**config.mk**
```make
export PLATFORM = sky130hd
export DESIGN_NAME = y_receiver_flat
export DESIGN_NICKNAME = d
export VERILOG_FILES = /design/src/rtl/y_receiver_if.sv /design/src/rtl/y_receiver.sv /design/src/flat_wrapper.sv
export SDC_FILE = /design/constraint.sdc
export NUM_CORES = 1
export LEC_CHECK = 0
export BUFFER_PORTS_ARGS = -buffer_cell sky130_fd_sc_hd__buf_4
export CORE_MARGIN = 2
export CORE_UTILIZATION = 50
export CTS_BUF_LIST = sky130_fd_sc_hd__clkbuf_16
export CTS_CLUSTER_SIZE = 16
export DETAILED_ROUTE_END_ITERATION = 10
export PLACE_DENSITY = 0.81
export SLEW_MARGIN = 20
export SYNTH_ARGS = -nofsm -noshare
export SYNTH_HDL_FRONTEND = slang
export SYNTH_SLANG_ARGS = --single-unit
```
**constraint.sdc**
```tcl
create_clock -name HCLK -period 3.2 [get_ports HCLK]
set_input_delay 0.16 -clock HCLK [delete_from_list [all_inputs] [get_ports HCLK]]
set_output_delay 0.16 -clock HCLK [all_outputs]
set_load 0.005 [all_outputs]
```
**src/rtl/y_receiver_if.sv**
```systemverilog
// Y-side 4-phase request/acknowledge channel between the write buffer (source)
// and y_receiver (sink).
interface y_receiver_if;
    logic        YREQ;
    logic        YACK;
    logic [31:0] YDATA;
    logic        YPARITY;

    modport master (output YREQ, output YDATA, output YPARITY, input YACK);
    modport slave  (input YREQ, input YDATA, input YPARITY, output YACK);
endinterface

```
**src/rtl/y_receiver.sv**
```systemverilog
// Y-side consumer: completes the 4-phase handshake, parity-checks each word and
// queues {perr, data} in a show-ahead FIFO drained by a simple pop interface.
module y_receiver #(
    parameter int DEPTH = 4,
    parameter int CNT_W = 8
) (
    input  logic                   HCLK,
    input  logic                   HRESET,
    y_receiver_if.slave            ych,
    input  logic                   PARTYSEL,
    input  logic                   RD_EN,
    output logic                   RD_VALID,
    output logic [31:0]            RD_DATA,
    output logic                   RD_PERR,
    output logic                   FULL,
    output logic [$clog2(DEPTH):0] COUNT,
    output logic [CNT_W-1:0]       PERR_CNT,
    input  logic                   PERR_CLR
);
    localparam int AW = $clog2(DEPTH);
    localparam logic [AW:0] FULL_LVL = (AW+1)'(DEPTH);

    typedef enum logic {IDLE, ACK} state_t;

    state_t          state;
    state_t          state_nxt;
    logic [32:0]     mem [DEPTH];
    logic [AW-1:0]   wr_ptr;
    logic [AW-1:0]   rd_ptr;
    logic [AW:0]     count;
    logic [CNT_W-1:0] perr_cnt;
    logic            perr;
    logic            space;
    logic            push;
    logic            pop;

    // A full FIFO still has room when the head is popped in the same cycle.
    assign perr  = ^ych.YDATA ^ ych.YPARITY ^ PARTYSEL;
    assign pop   = RD_EN && (count != '0);
    assign space = (count < FULL_LVL) || RD_EN;
    assign push  = (state == IDLE) && ych.YREQ && space;

    always_ff @(posedge HCLK or posedge HRESET) begin
        if (HRESET) begin
            state <= IDLE;
        end else begin
            state <= state_nxt;
        end
    end

    always_comb begin
        state_nxt = state;
        case (state)
            IDLE:    if (push) state_nxt = ACK;
            ACK:     if (!ych.YREQ) state_nxt = IDLE;
            default: state_nxt = IDLE;
        endcase
    end

    always_comb begin
        ych.YACK = (state == ACK);
    end

    always_ff @(posedge HCLK or posedge HRESET) begin
        if (HRESET) begin
            wr_ptr <= '0;
            rd_ptr <= '0;
            count  <= '0;
        end else begin
            if (push) wr_ptr <= wr_ptr + 1'b1;
            if (pop)  rd_ptr <= rd_ptr + 1'b1;
            case ({push, pop})
                2'b10:   count <= count + 1'b1;
                2'b01:   count <= count - 1'b1;
                default: count <= count;
            endcase
        end
    end

    // Storage carries no reset; the read port is masked while empty instead.
    always_ff @(posedge HCLK) begin
        if (push) mem[wr_ptr] <= {perr, ych.YDATA};
    end

    always_ff @(posedge HCLK or posedge HRESET) begin
        if (HRESET) begin
            perr_cnt <= '0;
        end else if (PERR_CLR) begin
            perr_cnt <= '0;
        end else if (push && perr && (perr_cnt != '1)) begin
            perr_cnt <= perr_cnt + 1'b1;
        end
    end

    always_comb begin
        RD_VALID          = (count != '0);
        {RD_PERR, RD_DATA} = RD_VALID ? mem[rd_ptr] : 33'd0;
        FULL              = (count == FULL_LVL);
        COUNT             = count;
        PERR_CNT          = perr_cnt;
    end

endmodule
```
**src/flat_wrapper.sv**
```systemverilog
// flat-port wrapper written by rule: the top's interface ports become plain ports
module y_receiver_flat 
#(
    parameter int DEPTH = 4,
    parameter int CNT_W = 8
)
  (HCLK, HRESET, PARTYSEL, RD_EN, RD_VALID, RD_DATA, RD_PERR, FULL, COUNT, PERR_CNT, PERR_CLR, ych_YREQ, ych_YDATA, ych_YPARITY, ych_YACK);
  y_receiver_if ych_i ();
  input  logic HCLK;
  input  logic HRESET;
  input  logic PARTYSEL;
  input  logic RD_EN;
  output logic RD_VALID;
  output logic [31:0] RD_DATA;
  output logic RD_PERR;
  output logic FULL;
  output logic [$clog2(DEPTH):0] COUNT;
  output logic [CNT_W-1:0] PERR_CNT;
  input  logic PERR_CLR;
  input wire logic [$bits(ych_i.YREQ)-1:0] ych_YREQ;
  input wire logic [$bits(ych_i.YDATA)-1:0] ych_YDATA;
  input wire logic [$bits(ych_i.YPARITY)-1:0] ych_YPARITY;
  output wire logic [$bits(ych_i.YACK)-1:0] ych_YACK;
  assign ych_i.YREQ = ych_YREQ;
  assign ych_i.YDATA = ych_YDATA;
  assign ych_i.YPARITY = ych_YPARITY;
  assign ych_YACK = ych_i.YACK;
  y_receiver #(.DEPTH(DEPTH), .CNT_W(CNT_W)) u_core (.HCLK(HCLK), .HRESET(HRESET), .ych(ych_i), .PARTYSEL(PARTYSEL), .RD_EN(RD_EN), .RD_VALID(RD_VALID), .RD_DATA(RD_DATA), .RD_PERR(RD_PERR), .FULL(FULL), .COUNT(COUNT), .PERR_CNT(PERR_CNT), .PERR_CLR(PERR_CLR));
endmodule
```
Word level (Yosys, flattened, before mapping):

Memories as Yosys holds them, arrays and structs flattened.
Index checks and enable logic that the tools add are counted.

* add/subtract/negate cells: 5
* order comparisons: 1
* eq/ne operators: 4
* mux-type cells: 8
* bitwise operators: 3
* reductions and logical operators: 10

Operators by type and width (number)
* 33-bit 2-to-1 mux: 1
* 32-bit XOR reduction: 1
* 8-bit 2-to-1 mux: 2
* 8-bit by 1-bit adder with 8-bit output (second input constant): 1
* 8-bit != test (second input constant): 1
* 3-bit case mux with 2 select lines: 1
* 1-bit logical AND: 5
* 2-bit by 1-bit adder with 2-bit output (second input constant): 2
* 2-bit nonzero test: 2
* 3-bit by 1-bit adder with 3-bit output (second input constant): 1
* 3-bit == test (second input constant): 1
* 3-bit < comparator (second input constant): 1
* 1-bit 2-to-1 mux: 3
* 3-bit nonzero test: 1
* 3-bit by 1-bit subtractor with 3-bit output (second input constant): 1
* 2-bit by 1-bit == test with 1-bit output (second input constant): 1
* 2-bit == test (second input constant): 1
* 1-bit case mux with 2 select lines: 1
* 1-bit bitwise XOR: 2
* 1-bit logical OR: 1
* 1-bit NOT: 1

* bits in registers: 16
* memory bits (writable): 132
* input port bits: 39
* output and inout port bits: 47
* word-level logic and storage cells: 37
* memories kept: 1

Memory list
* u_core.mem: words 4, bits a word 33, read ports 1, clocked after memory_dff 0, write ports 1, line y_receiver.sv:27 `logic [32:0] mem [DEPTH];`

Depth between registers and ports, before layout:

Gate-level depths: netlist of the first run.

* depth in word-level cells: 7
* gate-level depth with buffers: 11
* mapped depth without buffers: 9

Worst setup path before layout of the first run:

OpenSTA, ideal clock, no wires.

* kind: register to register
* start point: register u_core.count[2], in the netlist u_core.COUNT[2]
* end point: memory u_core.mem[0][0] (enable)
* library setup time: 0.393 ns
* arrival time: 2.074 ns
* data required time: 2.807 ns
* setup slack: 0.733 ns
* cell stages (with the launch flop): 6
* path buffers: 2
* period minus slack after synthesis: 2.467 ns
* cell sequence: dfrtp_1 > nand2b_1 > and3b_1 > clkbuf_1 > clkbuf_1 > and2_1

* word-level cells in the longest chain between the ends: 5

Ends and longest elaborated chain
* start: declaration: line y_receiver.sv:30 `logic [AW:0] count;`
* start signal: assignment: line y_receiver.sv:73 `2'b10: count <= count + 1'b1;`
* start signal: assignment: line y_receiver.sv:74 `2'b01: count <= count - 1'b1;`
* start signal: assignment: line y_receiver.sv:75 `default: count <= count;`
* 3-bit < comparator: line y_receiver.sv:40 `assign space = (count < FULL_LVL) || RD_EN;`
* 1-bit logical OR: line y_receiver.sv:40
* 1-bit logical AND: line y_receiver.sv:41 `assign push = (state == IDLE) && ych.YREQ && space;`
* 1-bit 2-to-1 mux: line y_receiver.sv:82 `if (push) mem[wr_ptr] <= {perr, ych.YDATA};`
* 1-bit 2-to-1 mux (not written as such): line y_receiver.sv:82
* end: declaration: line y_receiver.sv:27

Every way passes these cells.

Worst setup path after layout of the first run:

* start point: input ych_YDATA[13]
* end point: register u_core.perr_cnt[0], in the netlist u_core.PERR_CNT[0]

* word-level cells in the longest chain between the ends: 6

Ends and longest elaborated chain
* start: declaration: line flat_wrapper.sv:21 `input wire logic [$bits(ych_i.YDATA)-1:0] ych_YDATA;`
* 32-bit XOR reduction: line y_receiver.sv:38 `assign perr = ^ych.YDATA ^ ych.YPARITY ^ PARTYSEL;`
* 1-bit bitwise XOR (2 in a row): line y_receiver.sv:38
* 1-bit logical AND (2 in a row): line y_receiver.sv:90 `end else if (push && perr && (perr_cnt != '1)) begin`
* 2-bit nonzero test (no source line)
* end signal: assignment: line y_receiver.sv:91 `perr_cnt <= perr_cnt + 1'b1;`
* end: declaration: line y_receiver.sv:31 `logic [CNT_W-1:0] perr_cnt;`

Every way passes these cells.
A chain may end at the register's enable or synchronous reset.

==> implementation parameters, run 1 <==
Parameter                              Value

Timing
  Sum of negative setup slack ... 0 ns
  Tmin final ... 2.497 ns
  Setup-failing EPs final ... 0
  RSZ-0062 raised after global routing ... no
  Slew @ Worst Pin ... between 0.6 and 0.7 ns
  Worst relative slew slack ... roughly 56%
  Post-route fraction of the period consumed by the critical path ... 78.02%
  Number of pins with negative max-slew slack in the final report ... 0
  Upper clock frequency limit ... 0.4005 GHz
  Clock skew ... 0.004623 ns
  Final hold vios ... 0

Worst setup path
  Category of the most critical setup path ... input port to flip-flop
  Critical Path Fanout Max ... 8
  Arrival time of the worst setup path ... 2.80 ns
  CP startpoint kind ... input port
  Critical path endpoint category ... flip-flop
  Required time worst endpoint ... 3.50 ns

Floorplan
  Horizontal die dimension ... roughly 120 um
  Die span in y ... 116.8 um
  Standard-cell rows ... 41
  Initial core utilization ... 50.84%
  Boundary Pins ... 86
  Die area ... between 0.01 and 0.015 sq mm
  Placeable core region ... 0.01252 sq mm

Synth
  Post-synthesis register bit count ... 148
  Cell with the most instances after synthesis ... sky130_fd_sc_hd__edfxtp_1
  Post-synthesis sequential area ratio ... 68.58%
  Most frequent cells after synthesis ... sky130_fd_sc_hd__edfxtp_1 (132), sky130_fd_sc_hd__and2_1 (38), sky130_fd_sc_hd__mux4_2 (33)
  Yosys top cell by area ... sky130_fd_sc_hd__edfxtp_1
  Unique masters post-synth ... 31
  Share of flip-flops with an asynchronous set or reset after synthesis ... 10.81%
  Yosys warning count ... 0
  Combined area of all synthesized cells ... 0.006364 sq mm
  Primary flip-flop cell chosen by synthesis mapping ... sky130_fd_sc_hd__edfxtp_1
  Fraction of post-synthesis cell area in the top cell type by area ... between 60% and 70%
  Synthesized area per cell ... roughly 18 sq um
  Cells taking the most area after synthesis ... sky130_fd_sc_hd__edfxtp_1 (62%), sky130_fd_sc_hd__mux4_2 (12%), sky130_fd_sc_hd__dfrtp_1 (6.3%)
  Synthesized netlist cell count ... 356
  Post-synth EDFFs ... 132
  Post-Syn Nets ... approximately 400

Global routing
  Met2 global-route usage ... 30.87%
  Overflow after GRT ... 0
  Antenna violations before repair ... 0
  Met3 track demand over resource in global routing ... 4.531%
  Global-route wire length before repair ... 18.71 mm
  Maximum number of pins on one net before global-route repair ... 36
  Met1 Use GR ... 24.81%
  Number of global-route vias before repair ... roughly 3,600
  Busiest metal layer after global routing ... met2
  Gr usage total ... 18.93%

Clock network
  Number of clock sinks ... 148
  Number of gates given a new drive strength after cts ... 0
  H-tree level count ... 4
  Clock latency at the later pin of the worst-skew pair ... 0.42 ns
  Clock tree from TritonCTS ... yes
  Clock-pin slew reported for the worst setup and hold paths after clock tree synthesis ... 0.06 ns
  Root Buffer Master ... sky130_fd_sc_hd__clkbuf_16
  Buffers inserted by post-CTS timing repair ... 0
  Maximum clock path buffer count ... 2
  Inserted Clock Buffers ... 17

Drt
  Detail-routed via count per cell ... between 5 and 6
  Iteration-0 DRC Markers ... between 200 and 250
  Routed WL ... approximately 12 mm
  Final routed DRC violation total ... 0
  Length of the first detailed-routing pass in iterations ... 4
  Count of vias placed by the detailed router ... 3,455
  Average wire per standard cell ... around 18 um
  Remaining antenna violation count ... 0

Flow run
  # Max-Cap Violations ... 0

Final layout
  Layout overhead on the synthesized area ... 27.92%
  Filler Cells Inserted ... 864
  Net count reported at finish ... approximately 530
  Ratio of cells with drive above 1 in the final layout ... about 34%
  Number of antenna repair diodes ... 0
  Final design instance area without fill ... 0.008140 sq mm

Place
  GPL Wtd Cong ... 0.7775
  Detailed-placement wirelength estimate ... between 7 and 8 mm
  Port-buffer cells ... between 80 and 90
  Dpl cell area ... around 0.0072 sq mm

Power and ir drop
  Static leakage ... around 3 nW
  Peak ir drop on the vdd network ... 0.5006 mV
  Power per Cell Area ... between 800 and 900 mW/mm^2

Outcome
  Result of the run ... complete, no violations

Min path
  Hold Crit Class ... input port to flip-flop
where the power goes:
| group | total (mW) | internal [mW] | switching [mW] |
|---|---|---|---|
| registers | 2.49 | 2.39 | 0.104 |
| clock network | 1.96 | 1.21 | 0.745 |
| logic | 2.25 | 1.25 | 1.00 |
cell type report:
type	count	area, sq um	share of cell area (%)
well taps	172	215.2	2.644
multi-input cells	183	1899	23.33
clock buffers	17	425.4	5.226
clock inverters	15	166.4	2.044
inverters	8	30.03	0.3689
flip-flops and latches	148	4365	53.63
repair buffers	127	1039	12.76
registers in the layout, indices dropped and copies added (netlist names):
name and cells:
u_core.mem 132, u_core.ych.YACK 1, u_core.PERR_CNT 8, u_core.wr_ptr 2
u_core.COUNT 3, u_core.rd_ptr 2
path summary, 6_finish.rpt:
path / from / end / slack [ns] / cells after the start
min: RD_EN / u_core.ych.YACK$_DFF_PP0_ / 0.06 / 3
max reg2reg: u_core.COUNT[2]$_DFFE_PP0P_ / u_core.mem[3][21]$_DFFE_PP_ / 0.88 / 4
max: ych_YDATA[13] / u_core.PERR_CNT[0]$_DFFE_PP0P_ / 0.70 / 8
min reg2reg: u_core.ych.YACK$_DFF_PP0_ / u_core.ych.YACK$_DFF_PP0_ / 0.51 / 1
min in group asynchronous: HRESET / u_core.PERR_CNT[2]$_DFFE_PP0P_ / 0.40 / 3
max in group asynchronous: HRESET / u_core.rd_ptr[0]$_DFFE_PP0P_ / 2.34 / 3
cell usage in the layout (no fill, tap or decap), drive strengths merged, types with 3 or more instances in the layout:
cell         instances
dlygate4sd3         34
nand2b               3
dfrtp               16
xnor2               28
ha                   6
nand3                7
bufinv               3
mux4                33
nor2b                6
and2                38
nand4                8
and3                 4
nand2                4
nor2                12
clkinvlp             3
clkbuf              17
clkinv               8
mux2i                7
buf                 93
edfxtp             132
xor2                 7
inv                  9
mux2                 8
repair_timing:
action                                  in CTS  in global routing
endpoints found under the hold margin      145                  0
endpoints found under the setup margin       0                  0
hold buffers                                34                  0
worst max-delay path: stages:
cell	delay [ns]
sky130_fd_sc_hd__dlygate4sd3_1	0.53
sky130_fd_sc_hd__buf_4	0.15
sky130_fd_sc_hd__xnor2_1	0.22
sky130_fd_sc_hd__xnor2_1	0.17
sky130_fd_sc_hd__xnor2_1	0.12
sky130_fd_sc_hd__xnor3_1	0.73
sky130_fd_sc_hd__mux2i_1	0.35
sky130_fd_sc_hd__mux2_2	0.37
layer usage:
layer / up-vias / share of wire [%]
met5: - / 0
met4: 0 / 1.4
met3: 14 / 5.5
met2: 113 / 51
met1: 1720 / 42
li1: 1608 / -
cell families (layout without fill, tap and decap cells):
group / Yosys count / in the layout / synth area share, %
flops: 148 / 148 / 68.58
fa+ha+maj: 7 / 7 / 1.494
buf+inv: 25 / 167 / 1.652
xor+xnor: 38 / 38 / 5.899
simple gates: 85 / 85 / 7.629
compound gates: 5 / 5 / 0.4326
mux: 48 / 48 / 14.31
metrics by stage:
stage / total power, mW / setup slack (ns) / utilization, % / instances / hold slack, ns
after global routing: 7.052 / 0.6111 / 65.03 / 670 / 0.06627
final: 6.700 / 0.7033 / 65.03 / 670 / 0.06350
after global placement: 4.725 / 0.8483 / 57.59 / 604 / 0.2799
after detailed placement: 4.775 / 0.8466 / 57.59 / 604 / 0.2916
after floorplan: 3.891 / 0.7329 / - / 356 / 0.07374
after CTS: 6.771 / 0.7049 / 65.03 / 670 / 0.05580
No activity file was read; power rests on OpenSTA's default activity.
==> run 2, diff against run 1 <==
--- a/config.mk
+++ b/config.mk
@@ -11,7 +11,7 @@
 export CTS_BUF_LIST = sky130_fd_sc_hd__clkbuf_16
 export CTS_CLUSTER_SIZE = 16
 export DETAILED_ROUTE_END_ITERATION = 10
-export PLACE_DENSITY = 0.81
+export PLACE_DENSITY = 0.84
 export SLEW_MARGIN = 20
 export SYNTH_ARGS = -nofsm -noshare
 export SYNTH_HDL_FRONTEND = slang
==> constraint.sdc (replaced) <==
create_clock -name HCLK -period 2.1 [get_ports HCLK]
set_input_delay 0.105 -clock HCLK [delete_from_list [all_inputs] [get_ports HCLK]]
set_output_delay 0.105 -clock HCLK [all_outputs]
set_load 0.005 [all_outputs]
==> run 2 against run 1 <==
  * Hold slack got worse by 0.044 ns
  * Combinational power increased by 90%
  * Design area increased by 3.5%
  * Critical path depth decreased by 4
  * Register-to-register slack got worse by 0.76 ns
  * Global-route usage increased by 0.87 points
  * Wire length increased by 10%
  * Total power increased by 58%
  * Sequential cell count unchanged
  * Critical path type is now flip-flop to output port
  * Highest routed layer unchanged
==> implementation parameters, run 2 (same netlist as run 1, synthesis figures left out) <==
Parameter                              Value

Worst setup path
  Stages on worst setup path ... 4
  Category of the most critical setup path ... flip-flop to output port
  Sequence of cells on the critical path ... clkbuf_16 -> mux4_2 -> and2_4 -> buf_6
  Critical Path Fanout Max ... 16
  R2R cell count ... 7
  Required time worst endpoint ... 2.00 ns
  Critical path endpoint category ... output port
  Arrival time of the worst setup path ... 1.95 ns
  Top cell family by delay on the critical path ... multiplexers
  CP startpoint kind ... flip-flop
  Setup slack on the worst flop-to-flop path ... approximately 0.12 ns
  Largest stage delay on the critical path ... 0.54 ns
  Slowest cell on the critical path ... sky130_fd_sc_hd__mux4_2
  Buffers & Inverters on Critical Path ... 2

Drt
  Average wire per standard cell ... 19.00 um
  Remaining antenna violation count ... 0
  Length of the first detailed-routing pass in iterations ... 4
  Iteration-0 DRC Markers ... 341
  Detail-routed via count per cell ... 5.271
  Count of vias placed by the detailed router ... 3,595
  Routed WL ... ~13 mm
  Final routed DRC violation total ... 0

Power and ir drop
  Power per Cell Area ... 1255 mW/mm^2
  Static leakage ... 3.204 nW
  Peak ir drop on the vdd network ... ~0.76 mV

Final layout
  Net count reported at finish ... 544
  Max FFs per register ... between 100 and 150
  Most frequent cells in the layout ... sky130_fd_sc_hd__edfxtp_1 (132), sky130_fd_sc_hd__buf_4 (74), sky130_fd_sc_hd__mux4_2 (33)
  Layout overhead on the synthesized area ... 32.44%
  Top register by number of flip-flops ... u_core.mem
  Post-Route Utilization ... between 60 and 70%
  Ratio of cells with drive above 1 in the final layout ... 40.98%
  Number of antenna repair diodes ... 0
  Most common cell after layout, fill and taps aside ... sky130_fd_sc_hd__edfxtp_1
  Non-filler cells in the finished layout ... 682
  Final design instance area without fill ... 0.008428 sq mm

Timing
  Worst relative slew slack ... between 50% and 60%
  Slew @ Worst Pin ... 0.6331 ns
  Upper clock frequency limit ... 0.4873 GHz
  Sum of negative setup slack ... 0 ns
  Post-route fraction of the period consumed by the critical path ... 97.72%
  Tmin final ... 2.052 ns
  Clock skew ... approximately 0.0042 ns
  Number of pins with negative max-slew slack in the final report ... 0
  Final hold vios ... 0
  RSZ-0062 raised after global routing ... yes
  Setup-failing EPs final ... 0

Flow run
  # Max-Cap Violations ... 0

Global routing
  Maximum number of pins on one net before global-route repair ... 35
  Antenna violations before repair ... 0
  Number of global-route vias before repair ... 3,804
  Gr usage total ... 19.80%
  Overflow after GRT ... 0
  Global-route wire length before repair ... between 15 and 20 mm

Clock network
  Number of clock sinks ... 148
  Clock latency at the later pin of the worst-skew pair ... 0.41 ns
  Maximum clock path buffer count ... 2
  H-tree level count ... 4
  Inserted Clock Buffers ... 17
  Clock tree from TritonCTS ... yes
  Root Buffer Master ... sky130_fd_sc_hd__clkbuf_16
  Clock-pin slew reported for the worst setup and hold paths after clock tree synthesis ... 0.05 ns

Place
  Dpl cell area ... 0.007381 sq mm
  Cell total after placement ... roughly 620
  Detailed-placement wirelength estimate ... roughly 7.6 mm
  Port-buffer cells ... 85
  GPL Wtd Cong ... 0.7297

Outcome
  Result of the run ... complete, no violations

Floorplan
  Die span in y ... 116.8 um
  Placeable core region ... 0.01252 sq mm
  Horizontal die dimension ... 116.8 um
  Standard-cell rows ... 41
  Die area ... 0.01365 sq mm
  Initial core utilization ... 50.84%
  Boundary Pins ... 86

Min path
  Hold Crit Class ... input port to flip-flop
  Cell count of the worst hold path ... 3
==> run 2: path summary, 6_finish.rpt <==
| kind | from | endpoint |
|---|---|---|
| worst max-delay path | u_core.rd_ptr[0]$_DFFE_PP0P_ | RD_DATA[24] |
| worst min-delay path | RD_EN | u_core.ych.YACK$_DFF_PP0_ |
| worst max register to register | u_core.PERR_CNT[0]$_DFFE_PP0P_ | u_core.PERR_CNT[5]$_DFFE_PP0P_ |
| worst min register to register | u_core.COUNT[0]$_DFFE_PP0P_ | u_core.COUNT[0]$_DFFE_PP0P_ |
| max in group asynchronous | HRESET | u_core.rd_ptr[0]$_DFFE_PP0P_ |
| min in group asynchronous | HRESET | u_core.PERR_CNT[1]$_DFFE_PP0P_ |
==> run 2: stage by stage <==
stage | power (mW) | setup WS [ns] | hold WS, ns
after floorplan | 5.927 | 0.008249 | 0.01874
final | 10.57 | 0.04779 | 0.01922
after detailed placement | 7.441 | -0.09241 | 0.2318
after global placement | 7.358 | -0.07159 | 0.2321
after CTS | 10.20 | -0.01372 | 0.01204
after global routing | 11.11 | -0.02117 | 0.05131
==> run 2: timing repair <==
action | CTS | global route
setup buffers | 0 | 2
setup endpoints to repair | 11 | 46
cloned | 0 | 1
hold endpoints to repair | 145 | 0
pin swaps | 0 | 3
resized for setup | 18 | 45
hold buffers | 34 | 0
==> run 2: layout make-up <==
class                           count  area, sq um
Fill cell                         829         4089
Clock buffer                       17        425.4
Multi-Input combinational cell    183         1999
Tap cell                          172        215.2
Clock inverter                     14        58.81
Timing Repair Buffer              140         1333
Sequential cell                   148         4367
Inverter                            8        30.03
==> run 2: where the power goes <==
part           switching (mW)  total (mW)  internal (mW)
combinational            1.72        4.28           2.56
sequential              0.162        3.80           3.64
clock                    1.05        2.49           1.45
==> run 2: routing by layer <==
metal,share of wire (%),vias to the layer above,track usage (%)
met5,0,-,0
met4,1.1,0,6.510
met3,5.3,11,5.458
met2,52,121,33.76
met1,41,1827,24.81
li1,-,1636,-
==> run 2: tightest hold or removal path, cell delays in order <==
cell and delay, ns:
sky130_fd_sc_hd__buf_4 0.08, sky130_fd_sc_hd__nand2b_1 0.11, sky130_fd_sc_hd__o21a_1 0.11
